$ cat src/rtl/square_move_ctrl.sv
// square_move_ctrl: debounced-button movement scheduler issuing per-frame move bursts during vblank
//   clk, rst                            clock, synchronous active-high reset
//   btn_left/right/up/down              raw asynchronous push-buttons, active-high
//   h_count[9:0], v_count[8:0]          VGA beam position, used to find the frame event
//   left/right/up/down                  one-pixel-per-cycle move strobes to the sprite
module square_move_ctrl #(
    parameter int DEBOUNCE_CYCLES = 250000,
    parameter int REPEAT_DELAY    = 15,
    parameter int ACCEL_FRAMES    = 8,
    parameter int MAX_STEP        = 4,
    parameter int V_ACTIVE        = 480
) (
    input  logic       clk,
    input  logic       rst,
    input  logic       btn_left,
    input  logic       btn_right,
    input  logic       btn_up,
    input  logic       btn_down,
    input  logic [9:0] h_count,
    input  logic [8:0] v_count,
    output logic       left,
    output logic       right,
    output logic       up,
    output logic       down
);
    localparam logic [1:0] IDLE = 2'd0, HOLD = 2'd1, REPEAT = 2'd2;
    localparam int DW = $clog2(DEBOUNCE_CYCLES + 1);
    localparam int FW = $clog2(REPEAT_DELAY + 1);
    localparam int AW = $clog2(ACCEL_FRAMES + 1);

    logic [3:0]    raw, s1, s2, db;
    logic [DW-1:0] dcnt [4];
    logic          cond, cond_q, frame;
    logic [1:0]    pos, act;
    logic [1:0]    st [2];
    logic [1:0]    sdir, bdir;
    logic [FW-1:0] fcnt [2];
    logic [AW-1:0] acc [2];
    logic [3:0]    step [2];
    logic [3:0]    bcnt [2];

    assign raw  = {btn_down, btn_up, btn_right, btn_left};
    assign cond = (v_count == 9'(V_ACTIVE)) && (h_count == '0);
    // index 0 is the x axis (right positive), index 1 the y axis (down positive)
    assign pos  = {db[3], db[1]};
    assign act  = {db[3] ^ db[2], db[1] ^ db[0]};

    always_ff @(posedge clk) begin
        if (rst) begin
            s1     <= '0;
            s2     <= '0;
            cond_q <= 1'b0;
            frame  <= 1'b0;
        end else begin
            s1     <= raw;
            s2     <= s1;
            cond_q <= cond;
            frame  <= cond && !cond_q;
        end
    end

    always_ff @(posedge clk) begin
        for (int b = 0; b < 4; b++) begin
            if (rst) begin
                dcnt[b] <= '0;
                db[b]   <= 1'b0;
            end else if (s2[b] == db[b]) begin
                dcnt[b] <= '0;
            end else if (dcnt[b] == DW'(DEBOUNCE_CYCLES - 1)) begin
                dcnt[b] <= '0;
                db[b]   <= s2[b];
            end else begin
                dcnt[b] <= dcnt[b] + 1'b1;
            end
        end
    end

    always_ff @(posedge clk) begin
        for (int a = 0; a < 2; a++) begin
            if (rst) begin
                st[a]   <= IDLE;
                sdir[a] <= 1'b0;
                fcnt[a] <= '0;
                acc[a]  <= '0;
                step[a] <= 4'd1;
                bcnt[a] <= '0;
                bdir[a] <= 1'b0;
            end else if (frame) begin
                // every frame event restarts the burst; frames without a move leave it empty
                bcnt[a] <= '0;
                if (!act[a]) begin
                    st[a] <= IDLE;
                end else if (st[a] == IDLE || pos[a] != sdir[a]) begin
                    st[a]   <= HOLD;
                    sdir[a] <= pos[a];
                    fcnt[a] <= '0;
                    bcnt[a] <= 4'd1;
                    bdir[a] <= pos[a];
                end else if (st[a] == HOLD) begin
                    fcnt[a] <= fcnt[a] + 1'b1;
                    if (fcnt[a] == FW'(REPEAT_DELAY - 1)) begin
                        st[a]   <= REPEAT;
                        step[a] <= 4'd1;
                        acc[a]  <= '0;
                    end
                end else begin
                    bcnt[a] <= step[a];
                    bdir[a] <= sdir[a];
                    if (acc[a] == AW'(ACCEL_FRAMES - 1)) begin
                        acc[a]  <= '0;
                        step[a] <= (step[a] == 4'(MAX_STEP)) ? step[a] : step[a] + 4'd1;
                    end else begin
                        acc[a] <= acc[a] + 1'b1;
                    end
                end
            end else if (bcnt[a] != '0) begin
                bcnt[a] <= bcnt[a] - 4'd1;
            end
        end
    end

    assign right = (bcnt[0] != '0) && bdir[0];
    assign left  = (bcnt[0] != '0) && !bdir[0];
    assign down  = (bcnt[1] != '0) && bdir[1];
    assign up    = (bcnt[1] != '0) && !bdir[1];
endmodule
$ cat config.mk
export PLATFORM = sky130hd
export DESIGN_NAME = square_move_ctrl
export DESIGN_NICKNAME = d
export VERILOG_FILES = /design/src/rtl/square_move_ctrl.sv
export SDC_FILE = /design/constraint.sdc
export NUM_CORES = 1
export LEC_CHECK = 0
export CAP_MARGIN = 15
export CORE_ASPECT_RATIO = 0.5
export CORE_MARGIN = 5
export CORE_UTILIZATION = 46
export CTS_CLUSTER_DIAMETER = 60
export DETAILED_ROUTE_END_ITERATION = 12
export GPL_TIMING_DRIVEN = 0
export HOLD_SLACK_MARGIN = 0.03
export SETUP_SLACK_MARGIN = 0.05
export SLEW_MARGIN = 0
export SYNTH_ARGS = -nofsm -noshare
export SYNTH_HDL_FRONTEND = slang
export SYNTH_SLANG_ARGS = --single-unit
$ cat constraint.sdc
create_clock -name clk -period 2.95 [get_ports clk]
set_input_delay 0.59 -clock clk [delete_from_list [all_inputs] [get_ports clk]]
set_output_delay 0.59 -clock clk [all_outputs]
set_load 0.05 [all_outputs]
==> flow_metrics.py <==
metrics = {
    "routing": {
        "drt-total-wl_um": 12910,
        "total_met2_wirelength_after_detailed_routing_um": 5858,
        "detail-route-antenna-nets": 0,
        "drc": 0,
        "dr_total_vias": 4901,
        "drt_iter0_drc": 262,
        "detailed_routing_wirelength_on_met1_um": 6584,
        "routed_wire_length_per_instance_um": 13.10,
        "top_layer_used": "met4",
        "wl_met3_um": 346,
        "drtPass1Iterations": 4,
        "post_drt_via_cell_ratio": 4.976,
    },
    "grt": {
        "grt_antenna_before_repair": 0,
        "globalRoute.totalOverflow": 0,
        "number_of_global_route_vias_before_repair": 4855,
        "grt_usage": 0.1595,
        "grt_first_pass_wirelength_um": 22590,
        "grt_max_degree": 17,
    },
    "setup_path": {
        "worst-endpoint-arrival_ns": 2.12,
        "worstSetupStartpoint": "bcnt[0][0]$_DFFE_PP_",
        "cp-start-kind": "register",
        "path_class": "register to output pin",
        "reg2reg_from": "frame$_SDFF_PP0_",
        "timing.critical_path.fanout_max": 4,
        "worst_setup_path_end_kind": "output pin",
        "worst_endpoint_required_time_ns": 2.36,
    },
    "floorplanning": {
        "rows": 31,
        "coreArea_um2": 14430,
        "initial_core_util": 0.4694,
        "die_area_um2": 17400,
        "num_io_pins": 29,
        "die_w_um": 181.6,
        "die_h_um": 95.80,
    },
    "synth": {
        "count_of_flip_flops_with_a_built_in_enable_after_synthesis": 108,
        "synth.ff_latch_count": 126,
        "ys_types": 53,
        "synth.yosys.seq_area_share": 0.5321,
        "async_sr_flop_fraction": 0,
        "synth-warning-count": 0,
        "syn_avg_cell_area_um2": 10.29,
        "ys.flop_type": "edfxtp_1",
        "synth_area_um2": 6773,
        "synthCells": 658,
    },
    "hold_path": {
        "min-delay-start": "cond_q$_SDFF_PP0_",
        "hold_path_class": "register to register",
    },
    "clock_network": {
        "ctsHtreeMaxLevel": 4,
        "clkSinkCount": 126,
        "cts-root-to-sink-buffers": 2,
        "tritoncts.num_buffers": 17,
        "worstSkewPairLatency_ns": 0.42,
        "tritoncts": "done",
        "postCtsSetupBuffers": 0,
        "ctsRootBufferMaster": "clkbuf_16",
        "clk_transition_reported_paths_ns": 0.05,
    },
    "placement": {
        "dp_hpwl_um": 9298,
        "detailed_place.area_um2": 7557,
        "gp_routability_congestion": 0.7922,
        "io_buffers": 27,
    },
    "timing": {
        "setup-violations-final": 0,
        "final.setup.tns_ns": 0,
        "post-route-min-period_ns": 2.706,
        "finClkSkew_ns": 0.009189,
        "rsz0062_at_grt": "false",
        "finalMaxSlewViolations": 0,
        "timing_worst_slew_pin_value_ns": 0.8650,
        "max_clock_freq_mhz": 369.6,
        "timing.final.hold_violations": 0,
        "period_share": 0.9173,
        "slew-limit-headroom": 0.4170,
    },
    "run": {
        "maxCapViolCount": 0,
    },
    "layout": {
        "syn_to_final_growth_pct": 20.34,
        "final_common_cell": "nor2_1",
        "drive_above_1_share": 0.05591,
        "number_of_nets_at_the_end_of_the_flow": 816,
        "postLayoutCellArea_um2": 8150,
        "layout.cells.most_common_list": "nor2_1, edfxtp_1, conb_1",
        "filler_cell_count": 1286,
        "diodes": 0,
        "layout.core_utilization": 0.5649,
    },
    "power_and_ir_drop": {
        "max-vdd-ir-drop_mv": 0.3609,
        "total_power_mw": 4.747,
        "power.density_cell_area_nw_per_um2": 582.5,
        "power.static_leakage_nw": 2.786,
    },
    "status": {
        "run_status": "finished, final reports clean",
    },
}
## sequential cells by signal, indices dropped and copies added (netlist names)
signal  flops
dcnt       72
acc         8
bcnt        8
fcnt        8
step        8
db          4
s1          4
s2          4
st          4
bdir        2
sdir        2
cond_q      1
frame       1
## cells in the mapped netlist, drive strengths merged (4+ instances only)
master | number | share of area
and3b | 4 | 0.0052
or3 | 6 | 0.0055
or4 | 7 | 0.0083
nand3 | 39 | 0.030
nor4b | 6 | 0.0078
nor3 | 26 | 0.019
ha | 16 | 0.030
xnor2 | 62 | 0.080
nor2b | 18 | 0.017
edfxtp | 108 | 0.48
nor2 | 110 | 0.061
a22oi | 4 | 0.0044
nand2b | 8 | 0.0074
nand2 | 32 | 0.018
and3 | 6 | 0.0055
dfxtp | 18 | 0.053
nor3b | 6 | 0.0067
nand4 | 18 | 0.019
xor2 | 12 | 0.016
o21bai | 4 | 0.0044
clkbuf | 10 | 0.0055
a21oi | 18 | 0.014
buf | 4 | 0.0030
nand3b | 6 | 0.0067
inv | 31 | 0.017
o21ai | 21 | 0.016
mux2i | 4 | 0.0059
o31ai | 4 | 0.0044
or2 | 5 | 0.0046
nor4 | 22 | 0.020
## final timing paths
| kind | end | cells past startpoint | slack [ns] |
|---|---|---|---|
| max | left | 5 | 0.24 |
| min | frame$_SDFF_PP0_ | 1 | 0.40 |
| max reg2reg | step[1][1]$_SDFFCE_PN0P_ | 5 | 0.44 |
| min reg2reg | frame$_SDFF_PP0_ | 1 | 0.40 |
## per-stage QoR
step	cells	hold WS, ns	setup WS (ns)
floorplan	729	0.3732	0.8615
global placement	954	0.3852	0.1568
detailed placement	954	0.3794	0.1191
CTS	985	0.3988	0.05905
global route	985	0.4269	0.1189
finish	985	0.3994	0.2441
## routing by layer
layer / vias up / GRT usage
li1: 2551 / -
met1: 2288 / 0.2136
met2: 49 / 0.2620
met3: 13 / 0.03435
met4: 0 / 0.05243
met5: - / 0
## critical path: stages, from the launching register on
cell and delay, ns:
edfxtp_1 0.38, inv_1 0.10, ha_1 0.18, nor3b_2 0.28, nor2_1 0.07, clkdlybuf4s50_1 0.70
## cells by family (layout without fill, tap and decap cells)
group           after synthesis  after routing  share of synthesized area
xor+xnor                     74             74                    0.09570
simple gates                324            324                     0.2477
mux                           4              4                   0.005912
fa+ha+maj                    16             16                    0.02956
buf+inv                      46            104                    0.02623
flops                       126            126                     0.5321
compound gates               67             67                    0.06226
other cells                   1             72                  0.0005537
## layout make-up
type	instances	area (µm²)	share of cell area
clock buffers	20	436.7	0.05358
well taps	198	247.7	0.03040
plain buffers	14	57.56	0.007062
clock inverters	11	142.6	0.01750
inverters	32	120.1	0.01474
repair buffers	27	274.0	0.03362
multi-input cells	557	3268	0.4010
flip-flops and latches	126	3603	0.4421
## power breakdown
part,switching (mW),internal [mW],leakage (nW)
sequential,0.101,2.06,1.26
clock,0.768,1.32,0.272
combinational,0.281,0.215,1.25
total,1.15,3.60,2.79
## repair_timing
item                                    4_1_cts  5_1_grt
hold buffers                                  0        0
gates resized for setup                       2        3
endpoints found under the setup margin        3        3
Power figures use the tool's default switching activity.
